<file path="src/rtl/pch_pwrdn_seq_if.sv">
// Trigger, rail-good and gate/status bundle between the PCH AUX power-down
// sequencer and its environment.
interface pch_pwrdn_seq_if;
  logic       FM_SLP_SUS_N;
  logic       PWRGD_P3V3_AUX;
  logic       iPchPwrFlt;
  logic       iForceOff;
  logic       PWRGD_PCH_P1V8_AUX;
  logic       PWRGD_PCH_P1V05_AUX;
  logic       oRsmrstHold_n;
  logic       oP1v8EnGate;
  logic       oPwrDnBusy;
  logic       oPwrDnDone;
  logic       oTmoP1v8;
  logic       oTmoP1v05;
  logic [2:0] ovState;

  modport master (
    output FM_SLP_SUS_N, PWRGD_P3V3_AUX, iPchPwrFlt, iForceOff,
           PWRGD_PCH_P1V8_AUX, PWRGD_PCH_P1V05_AUX,
    input  oRsmrstHold_n, oP1v8EnGate, oPwrDnBusy, oPwrDnDone,
           oTmoP1v8, oTmoP1v05, ovState
  );

  modport slave (
    input  FM_SLP_SUS_N, PWRGD_P3V3_AUX, iPchPwrFlt, iForceOff,
           PWRGD_PCH_P1V8_AUX, PWRGD_PCH_P1V05_AUX,
    output oRsmrstHold_n, oP1v8EnGate, oPwrDnBusy, oPwrDnDone,
           oTmoP1v8, oTmoP1v05, ovState
  );
endinterface

</file>
<file path="src/rtl/pch_pwrdn_seq.sv">
// Orderly PCH AUX power-down sequencer: RSMRST# first, then P1V8 enable, then rail-fall waits.
// Optional discharge hold-off state is built when PCH_PWRDN_DISCHARGE_EN is defined.
module pch_pwrdn_seq #(
  parameter int RSM_HOLD_US  = 100,
  parameter int P1V8_TMO_MS  = 20,
  parameter int P1V05_TMO_MS = 20,
  parameter int DISCHARGE_MS = 50,
  parameter int CNT_BITS     = 16
) (
  input  logic              iClk,
  input  logic              iRst_n,
  input  logic              i1uSCE,
  input  logic              i1mSCE,
  input  logic              iGoOutFltSt,
  pch_pwrdn_seq_if.slave    bus
);

  localparam logic [2:0] ST_OFF        = 3'd0;
  localparam logic [2:0] ST_ARMED      = 3'd1;
  localparam logic [2:0] ST_RSM_LOW    = 3'd2;
  localparam logic [2:0] ST_P1V8_OFF   = 3'd3;
  localparam logic [2:0] ST_P1V05_WAIT = 3'd4;
`ifdef PCH_PWRDN_DISCHARGE_EN
  localparam logic [2:0] ST_DISCHG     = 3'd5;
  localparam logic [2:0] ST_AFTER_V105 = ST_DISCHG;
  localparam logic [CNT_BITS-1:0] kDischg = CNT_BITS'(DISCHARGE_MS);
`else
  localparam logic [2:0] ST_AFTER_V105 = ST_OFF;
`endif

  localparam logic [CNT_BITS-1:0] kRsmHold = CNT_BITS'(RSM_HOLD_US);
  localparam logic [CNT_BITS-1:0] kP1v8Tmo = CNT_BITS'(P1V8_TMO_MS);
  localparam logic [CNT_BITS-1:0] kP1v05Tmo = CNT_BITS'(P1V05_TMO_MS);

  // Reject tick settings the shared counter cannot reach.
  generate
    if ((RSM_HOLD_US  >= (1 << CNT_BITS)) || (P1V8_TMO_MS  >= (1 << CNT_BITS)) ||
        (P1V05_TMO_MS >= (1 << CNT_BITS)) || (DISCHARGE_MS >= (1 << CNT_BITS)) ||
        (RSM_HOLD_US < 0) || (P1V8_TMO_MS < 0) || (P1V05_TMO_MS < 0) || (DISCHARGE_MS < 0))
    begin : gTickRangeErr
      $error("pch_pwrdn_seq: tick parameter does not fit in CNT_BITS");
    end
  endgenerate

  logic [2:0]          state;
  logic [2:0]          nextState;
  logic [CNT_BITS-1:0] cnt;
  logic                wTrig;
  logic                inSeq;
  logic                cntCe;
  logic                setTmoP1v8;
  logic                setTmoP1v05;
  logic                rsmrstHold_n;
  logic                p1v8EnGate;
  logic                pwrDnBusy;
  logic                pwrDnDone;
  logic                tmoP1v8;
  logic                tmoP1v05;

  assign wTrig = !bus.FM_SLP_SUS_N | !bus.PWRGD_P3V3_AUX | bus.iPchPwrFlt | bus.iForceOff;
  assign inSeq = (state != ST_OFF) && (state != ST_ARMED);

  always_comb begin
    nextState    = state;
    cntCe        = 1'b0;
    setTmoP1v8   = 1'b0;
    setTmoP1v05  = 1'b0;
    case (state)
      ST_OFF: begin
        if (!wTrig) nextState = ST_ARMED;
      end
      ST_ARMED: begin
        if (wTrig) nextState = ST_RSM_LOW;
      end
      ST_RSM_LOW: begin
        cntCe = i1uSCE;
        if (cnt == kRsmHold) nextState = ST_P1V8_OFF;
      end
      ST_P1V8_OFF: begin
        cntCe = i1mSCE;
        if (!bus.PWRGD_PCH_P1V8_AUX) begin
          nextState = ST_P1V05_WAIT;
        end else if (cnt == kP1v8Tmo) begin
          setTmoP1v8 = 1'b1;
          nextState  = ST_P1V05_WAIT;
        end
      end
      ST_P1V05_WAIT: begin
        cntCe = i1mSCE;
        if (!bus.PWRGD_PCH_P1V05_AUX) begin
          nextState = ST_AFTER_V105;
        end else if (cnt == kP1v05Tmo) begin
          setTmoP1v05 = 1'b1;
          nextState   = ST_AFTER_V105;
        end
      end
`ifdef PCH_PWRDN_DISCHARGE_EN
      ST_DISCHG: begin
        cntCe = i1mSCE;
        if (cnt == kDischg) nextState = ST_OFF;
      end
`endif
      default: nextState = ST_OFF;
    endcase
    // Losing P3V3 AUX mid-sequence abandons the waits without flagging a timeout.
    if (inSeq && !bus.PWRGD_P3V3_AUX) begin
      nextState   = ST_OFF;
      setTmoP1v8  = 1'b0;
      setTmoP1v05 = 1'b0;
    end
  end

  always_ff @(posedge iClk) begin
    if (!iRst_n) begin
      state        <= ST_OFF;
      cnt          <= '0;
      rsmrstHold_n <= 1'b0;
      p1v8EnGate   <= 1'b0;
      pwrDnBusy    <= 1'b0;
      pwrDnDone    <= 1'b0;
      tmoP1v8      <= 1'b0;
      tmoP1v05     <= 1'b0;
    end else begin
      state <= nextState;
      if (nextState != state)          cnt <= '0;
      else if (cntCe && (cnt != '1))   cnt <= cnt + 1'b1;

      // Outputs are decoded from the next state so they move with the state register.
      rsmrstHold_n <= (nextState == ST_ARMED);
      p1v8EnGate   <= (nextState == ST_ARMED) || (nextState == ST_RSM_LOW);
      pwrDnBusy    <= (nextState != ST_OFF) && (nextState != ST_ARMED);
      pwrDnDone    <= (nextState == ST_OFF) && inSeq;

      if (iGoOutFltSt) begin
        tmoP1v8  <= 1'b0;
        tmoP1v05 <= 1'b0;
      end else begin
        if (setTmoP1v8)  tmoP1v8  <= 1'b1;
        if (setTmoP1v05) tmoP1v05 <= 1'b1;
      end
    end
  end

  assign bus.oRsmrstHold_n = rsmrstHold_n;
  assign bus.oP1v8EnGate   = p1v8EnGate;
  assign bus.oPwrDnBusy    = pwrDnBusy;
  assign bus.oPwrDnDone    = pwrDnDone;
  assign bus.oTmoP1v8      = tmoP1v8;
  assign bus.oTmoP1v05     = tmoP1v05;
  assign bus.ovState       = state;

endmodule

</file>
<file path="src/flat_wrapper.sv">
// flat-port wrapper written by rule: the top's interface ports become plain ports
module pch_pwrdn_seq_flat 
#(
  parameter int RSM_HOLD_US  = 100,
  parameter int P1V8_TMO_MS  = 20,
  parameter int P1V05_TMO_MS = 20,
  parameter int DISCHARGE_MS = 50,
  parameter int CNT_BITS     = 16
)
  (iClk, iRst_n, i1uSCE, i1mSCE, iGoOutFltSt, bus_FM_SLP_SUS_N, bus_PWRGD_P3V3_AUX, bus_iPchPwrFlt, bus_iForceOff, bus_PWRGD_PCH_P1V8_AUX, bus_PWRGD_PCH_P1V05_AUX, bus_oRsmrstHold_n, bus_oP1v8EnGate, bus_oPwrDnBusy, bus_oPwrDnDone, bus_oTmoP1v8, bus_oTmoP1v05, bus_ovState);
  pch_pwrdn_seq_if bus_i ();
  input  logic iClk;
  input  logic iRst_n;
  input  logic i1uSCE;
  input  logic i1mSCE;
  input  logic iGoOutFltSt;
  input wire logic [$bits(bus_i.FM_SLP_SUS_N)-1:0] bus_FM_SLP_SUS_N;
  input wire logic [$bits(bus_i.PWRGD_P3V3_AUX)-1:0] bus_PWRGD_P3V3_AUX;
  input wire logic [$bits(bus_i.iPchPwrFlt)-1:0] bus_iPchPwrFlt;
  input wire logic [$bits(bus_i.iForceOff)-1:0] bus_iForceOff;
  input wire logic [$bits(bus_i.PWRGD_PCH_P1V8_AUX)-1:0] bus_PWRGD_PCH_P1V8_AUX;
  input wire logic [$bits(bus_i.PWRGD_PCH_P1V05_AUX)-1:0] bus_PWRGD_PCH_P1V05_AUX;
  output wire logic [$bits(bus_i.oRsmrstHold_n)-1:0] bus_oRsmrstHold_n;
  output wire logic [$bits(bus_i.oP1v8EnGate)-1:0] bus_oP1v8EnGate;
  output wire logic [$bits(bus_i.oPwrDnBusy)-1:0] bus_oPwrDnBusy;
  output wire logic [$bits(bus_i.oPwrDnDone)-1:0] bus_oPwrDnDone;
  output wire logic [$bits(bus_i.oTmoP1v8)-1:0] bus_oTmoP1v8;
  output wire logic [$bits(bus_i.oTmoP1v05)-1:0] bus_oTmoP1v05;
  output wire logic [$bits(bus_i.ovState)-1:0] bus_ovState;
  assign bus_i.FM_SLP_SUS_N = bus_FM_SLP_SUS_N;
  assign bus_i.PWRGD_P3V3_AUX = bus_PWRGD_P3V3_AUX;
  assign bus_i.iPchPwrFlt = bus_iPchPwrFlt;
  assign bus_i.iForceOff = bus_iForceOff;
  assign bus_i.PWRGD_PCH_P1V8_AUX = bus_PWRGD_PCH_P1V8_AUX;
  assign bus_i.PWRGD_PCH_P1V05_AUX = bus_PWRGD_PCH_P1V05_AUX;
  assign bus_oRsmrstHold_n = bus_i.oRsmrstHold_n;
  assign bus_oP1v8EnGate = bus_i.oP1v8EnGate;
  assign bus_oPwrDnBusy = bus_i.oPwrDnBusy;
  assign bus_oPwrDnDone = bus_i.oPwrDnDone;
  assign bus_oTmoP1v8 = bus_i.oTmoP1v8;
  assign bus_oTmoP1v05 = bus_i.oTmoP1v05;
  assign bus_ovState = bus_i.ovState;
  pch_pwrdn_seq #(.RSM_HOLD_US(RSM_HOLD_US), .P1V8_TMO_MS(P1V8_TMO_MS), .P1V05_TMO_MS(P1V05_TMO_MS), .DISCHARGE_MS(DISCHARGE_MS), .CNT_BITS(CNT_BITS)) u_core (.iClk(iClk), .iRst_n(iRst_n), .i1uSCE(i1uSCE), .i1mSCE(i1mSCE), .iGoOutFltSt(iGoOutFltSt), .bus(bus_i));
endmodule
</file>
<file path="config.mk">
export PLATFORM = sky130hd
export DESIGN_NAME = pch_pwrdn_seq_flat
export DESIGN_NICKNAME = d
export VERILOG_FILES = /design/src/rtl/pch_pwrdn_seq_if.sv /design/src/rtl/pch_pwrdn_seq.sv /design/src/flat_wrapper.sv
export SDC_FILE = /design/constraint.sdc
export NUM_CORES = 1
export LEC_CHECK = 0
export ABC_AREA = 1
export ABC_CLOCK_PERIOD_IN_PS = 1970
export CORE_MARGIN = 4
export CORE_UTILIZATION = 55
export CTS_CLUSTER_SIZE = 28
export DETAILED_ROUTE_END_ITERATION = 8
export GPL_TIMING_DRIVEN = 0
export PLACE_DENSITY_LB_ADDON = 0.25
export SYNTH_ARGS = -nofsm -noshare
export SYNTH_HDL_FRONTEND = slang
export SYNTH_SLANG_ARGS = --single-unit
</file>
<file path="constraint.sdc">
create_clock -name iClk -period 1.97 [get_ports iClk]
set_input_delay 0.394 -clock iClk [delete_from_list [all_inputs] [get_ports iClk]]
set_output_delay 0.394 -clock iClk [all_outputs]
set_load 0.005 [all_outputs]
</file>
Word-level counts from Yosys, hierarchy flattened:

Index checks and enable logic that the tools add are counted.
Widths: inputs -> output; s select.

* word-level logic and storage cells: 57
* bits in registers: 25
* input bits: 11
* output and inout bits: 9

* reductions and logical operators: 15
* bitwise logic cells: 4
* $add $sub $neg: 1
* mux-type cells: 17
* equality and inequality tests: 12

Operators with widths (count)
* $mux 3: 8
* $add 16x1->16 const B: 1
* $eq 16x5->1 const B: 1
* $eq 16x7->1 const B: 1
* $ne 16x16->1 const B: 1
* $pmux 3 s5: 1
* $eq 3x2->1 const B: 3
* $mux 1: 7
* $eq 3x1->1 const B: 2
* $logic_not 3->1: 2
* $ne 3x1->1 const B: 2
* $reduce_bool 3->1: 2
* $reduce_or 2->1: 3
* $logic_and 1x1->1: 5
* $eq 3x3->1 const B: 1
* $ne 3x3->1: 1
* $or 1x1->1: 3
* $logic_not 1->1: 2
* $pmux 1 s2: 1
* $logic_or 1x1->1: 1
* $not 1->1: 1

Depth between registers and ports, before layout:

* depth in word-level cells: 9
* mapped depth: 13
* gate-level depth less buffers: 12

Worst setup path before layout:

Ideal clock, no wire load.

* path kind: register -> register
* start point: register u_core.cnt[0]
* end point: register u_core.cnt[2]
* period minus slack after synthesis: 1.607 ns
* slack: 0.363 ns
* library setup time: 0.073 ns
* path buffers: 1
* arrival time: 1.534 ns
* required time: 1.897 ns
* cell stages (with the launch flop): 13
* cells stage by stage: dfxtp_1 inv_1 ha_1 nand3_1 nor2_2 nand2_2 nand3_1 nand3_1 nand2_1 nand2_1 nand3_4 buf_6 nor3_2

* word-level cells in the longest chain between the ends: 7
* elaborated cells on any way between the ends: 14
* classes of those cells: add/sub (1); eq/ne (4); mux (7); reduce/logical (2)

RTL lines
* from (decl): RTL line pch_pwrdn_seq.sv:47 `logic [CNT_BITS-1:0] cnt;`
* from (signal assigned): RTL line pch_pwrdn_seq.sv:126 `else if (cntCe && (cnt != '1)) cnt <= cnt + 1'b1;`
* $eq 16x5->1: RTL line pch_pwrdn_seq.sv:83, pch_pwrdn_seq.sv:92
* $mux 3, on equally long branches: RTL line pch_pwrdn_seq.sv:92, pch_pwrdn_seq.sv:83
* $mux 3, on equally long branches: RTL line pch_pwrdn_seq.sv:90, pch_pwrdn_seq.sv:81
* $pmux 3 s5: RTL line pch_pwrdn_seq.sv:68 `case (state)`
* $mux 3: RTL line pch_pwrdn_seq.sv:106 `if (inSeq && !bus.PWRGD_P3V3_AUX) begin`
* $ne 3x3->1: RTL line pch_pwrdn_seq.sv:125 `if (nextState != state) cnt <= '0;`
* $reduce_or 2->1 (no source line)

Several ways; a longest one is shown, not always the timed one.
A chain may end at the register's enable or synchronous reset.

Final worst setup path:

* start point: register u_core.cnt[0]
* end point: register u_core.cnt[0]

The elaborated chain is that of the path after synthesis.

==> impl_metrics.toml <==
[global_routing]
grtUsageMet3_pct = 3.42
grt_first_pass_wirelength_um = 6230
met1_usage_pct = 23.7
first_global_vias = 1472
track_usage_pct = 19.4
number_of_antenna_violations_at_the_first_check_in_global_routing = 0
grt_start_max_net_pins = 16
gr-usage-met2_pct = 33.4
grt.busiest_layer = "met2"
global_route.overflow_total = 0

[timing]
final.setup_skew_ps = 4.82
rsz_0062_raised_after_global_routing = "true"
finalMaxSlewViolations = 0
slew_headroom_pct = 67.0
final_hold_viols = 0
final.period_utilization_pct = 94.8
max_freq_mhz = 535
fin_crit_ps = 1870
setup_viol = 0
timing_worst_slew_pin_value_ps = 491

[synthesis]
netlist_area_um2 = 1640
yosys.area.top_type_share_pct = 30.5
dominant_combinational_cell_family_by_area_after_synthesis = "simple AND/OR/NAND/NOR gates"
yosys.area_share.simple_pct = 45.0
post_synth_main_area_contributors = "sky130_fd_sc_hd__dfxtp_1 (30%), sky130_fd_sc_hd__nand2_1 (13%), sky130_fd_sc_hd__inv_1 (8.2%)"
post_synth_xor_area_fraction_pct = 4.80
synth_fa_ha_area_share_pct = 1.52
syn-mean-instance-area_um2 = 6.65
postSynthCellCount = 247
muxShareOfSynthArea_pct = 0
yosys_warnings = 0
synth_compound_gate_area_share_pct = 6.25
synth_largest_area_cell = "sky130_fd_sc_hd__dfxtp_1"
synthesis.nets = 260
portion_of_the_post_synthesis_area_used_by_sequential_elements_pct = 30.5
ys_seq_elements = 25
synthDistinctLibCells = 25

[placed_design]
gp_congestion = 0.869
placement.io_buffers = 19
place.detailed.hpwl_um = 2780
dpl.cell_count = 297
postPlaceCellArea_um2 = 1870

[critical_path]
crit_type = "register to register"
arrival_time_at_the_worst_endpoint_ps = 2130
end_kind = "register"
cp_max_fo = 10
cpPeakStageDelay_ps = 380
worstPathCellList = "inv_1 -> ha_1 -> nand3_1 -> nor2_2 -> nand2_2 -> nand3_1 -> nand2_1 -> nand2_1 -> nand2_1 -> nand3_4 -> buf_8 -> nor3_2"
timing.critical_path.slowest_stage_cell = "sky130_fd_sc_hd__dfxtp_2"
worstPathRequired_ps = 2230
critPathLaunchType = "register"
timing.critical_path.mode_cell = "sky130_fd_sc_hd__nand2_1"

[clocking]
cts_tree = "done"
cts_max_path_buffers = 2
cts_made_buffers = 3
hold_fix_buffer_count_after_cts = 0
clkSinkCount = 25
clkSlewWorstSetupHoldPaths_ps = 140
clk_latency_ps = 320
h-tree-depth = 1
cts.repair_timing.setup_buffer_count = 0
clk_root_buffer_cell = "sky130_fd_sc_hd__clkbuf_4"

[final_layout]
final_cell_area_um2 = 1920
diodes = 0
layout.area.seq_um2 = 503
multiInputGateArea_um2 = 953
final_net_count = 284
fill_cells = 254
finish.cell_count_without_fillers = 301
area_growth_pct = 16.6
drive_gt1_share_pct = 13.7

[route]
dr_total_vias = 1618
detail_route.wl_per_cell_um = 12.1
detail_route.drc_violations = 0
detail-route-antenna-nets = 0
drt_iter0_drc = 72
postRouteWirelength_um = 3630
first_pass_iteration_count_of_the_detailed_router = 4
number_of_vias_per_cell_after_detailed_routing = 5.38

[floorplan]
io-pin-count = 20
chipHeight_um = 62.7
core-area_um2 = 2810
die-area_um2 = 3930
floorplan.initialDensity_pct = 58.6
chipWidth_um = 62.7
core.rowCount = 19

[run]
max_cap_viol = 0

[hold_path]
worst_hold_path_type = "register to register"

[pwr]
pwr_density_cell_nw_per_um2 = 432
power.ir.vdd_worst_v = 0.000450
cellLeakagePower_nw = 0.710

[run_status]
run_status = "finished, final reports clean"
final timing paths:
| path | depth (start not counted) | start | slack (ps) | end |
|---|---|---|---|---|
| worst max register to register | 12 | u_core.cnt[0] | 100 | u_core.cnt[0] |
| worst min register to register | 1 | u_core.bus.oTmoP1v8 | 490 | u_core.bus.oTmoP1v8 |
| worst max-delay path | 12 | u_core.cnt[0] | 100 | u_core.cnt[0] |
| worst min-delay path | 1 | u_core.bus.oTmoP1v8 | 490 | u_core.bus.oTmoP1v8 |
repair_timing:
| item | in CTS | in global routing |
|---|---|---|
| resized for setup | 0 | 5 |
| setup endpoints to repair | 0 | 11 |
| hold endpoints to repair | 0 | 0 |
layer usage:
metal / vias to the layer above / wire (um)
li1: 835 / -
met3: 9 / 138
met2: 45 / 1760
met4: 0 / 68
met5: - / 0
met1: 729 / 1660
worst max-delay path: cells and delay by family, from the launching register on:
kind                     cells  cell delay (ps)
buffers and inverters        2              250
flip-flops                   1              380
adder cells (fa/ha/maj)      1              200
AND/OR/NAND/NOR              9              960
cells by family (layout without fill, tap and decap cells):
kind of cell | count (synthesis) | count (layout)
simple gates | 147 | 147
buf+inv | 45 | 68
flops | 25 | 25
compound gates | 19 | 19
xor+xnor | 9 | 9
fa+ha+maj | 2 | 2
power by group:
group          switching (W)   total, W  leakage [nW]  internal (W)
combinational      0.0000394  0.0000773         0.494     0.0000378
clock               0.000162   0.000240        0.0139     0.0000777
sequential        0.00000215   0.000511         0.203      0.000508
final cells by class:
cell class / instances / share of cell area (%)
Sequential cell: 25 / 26.3
Multi-Input combinational cell: 177 / 49.8
Buffer: 5 / 2.61
Timing Repair Buffer: 19 / 9.93
Tap cell: 31 / 2.02
Clock buffer: 3 / 1.18
Clock inverter: 1 / 0.392
Inverter: 40 / 7.84
registers in the layout, indices dropped and copies added (netlist names):
register and flops:
u_core.bus.ovState 3, u_core.bus.oPwrDnDone 1, u_core.cnt 16, u_core.bus.oTmoP1v05 1
u_core.bus.oRsmrstHold_n 1, u_core.bus.oP1v8EnGate 1, u_core.bus.oPwrDnBusy 1, u_core.bus.oTmoP1v8 1
placed cells by master, fill, tap and decap left out, types with 3 or more instances in the layout:
cell type / instances
sky130_fd_sc_hd__xor2_1: 6
sky130_fd_sc_hd__o21a_1: 3
sky130_fd_sc_hd__clkdlybuf4s50_1: 19
sky130_fd_sc_hd__o21ai_1: 4
sky130_fd_sc_hd__clkbuf_4: 3
sky130_fd_sc_hd__inv_2: 3
sky130_fd_sc_hd__o21ai_0: 8
sky130_fd_sc_hd__nand3_1: 22
sky130_fd_sc_hd__nor3_2: 11
sky130_fd_sc_hd__dfxtp_1: 23
sky130_fd_sc_hd__nor3_1: 17
sky130_fd_sc_hd__xnor2_1: 3
sky130_fd_sc_hd__nor2_1: 25
sky130_fd_sc_hd__inv_1: 36
sky130_fd_sc_hd__a21oi_1: 4
sky130_fd_sc_hd__nand2_2: 5
sky130_fd_sc_hd__nor2_2: 3
sky130_fd_sc_hd__nand2_1: 54
sky130_fd_sc_hd__nand4_1: 5
per-stage QoR:
step / util (%) / TNS, ps / power [W] / setup WS (ps) / hold WS, ps
after floorplan: - / 0 / 0.000563 / 363 / 464
after detailed placement: 66.7 / -1070 / 0.000598 / -113 / 454
final: 68.3 / 0 / 0.000828 / 102 / 490
after global placement: 66.7 / -1030 / 0.000597 / -105 / 459
after global routing: 68.3 / -0.434 / 0.000879 / -0.434 / 517
after CTS: 67.8 / 0 / 0.000835 / 59.3 / 495
synthesized netlist by cell type:
library cell,instances
sky130_fd_sc_hd__o21a_1,3
sky130_fd_sc_hd__buf_4,1
sky130_fd_sc_hd__nand3_4,2
sky130_fd_sc_hd__buf_6,3
sky130_fd_sc_hd__nand2_4,2
sky130_fd_sc_hd__nand3_1,22
sky130_fd_sc_hd__ha_1,2
sky130_fd_sc_hd__nand2_1,55
sky130_fd_sc_hd__xnor2_1,3
sky130_fd_sc_hd__nand4_1,5
sky130_fd_sc_hd__nor2_1,25
sky130_fd_sc_hd__nor2_2,3
sky130_fd_sc_hd__inv_2,3
sky130_fd_sc_hd__nor3_1,18
sky130_fd_sc_hd__nor3_2,10
sky130_fd_sc_hd__o21ai_1,4
sky130_fd_sc_hd__inv_1,36
sky130_fd_sc_hd__nand2_2,4
sky130_fd_sc_hd__nor4_1,1
sky130_fd_sc_hd__o21ai_0,8
sky130_fd_sc_hd__buf_2,1
sky130_fd_sc_hd__clkinv_1,1
sky130_fd_sc_hd__a21oi_1,4
sky130_fd_sc_hd__dfxtp_1,25
sky130_fd_sc_hd__xor2_1,6
Power figures use the tool's default switching activity.
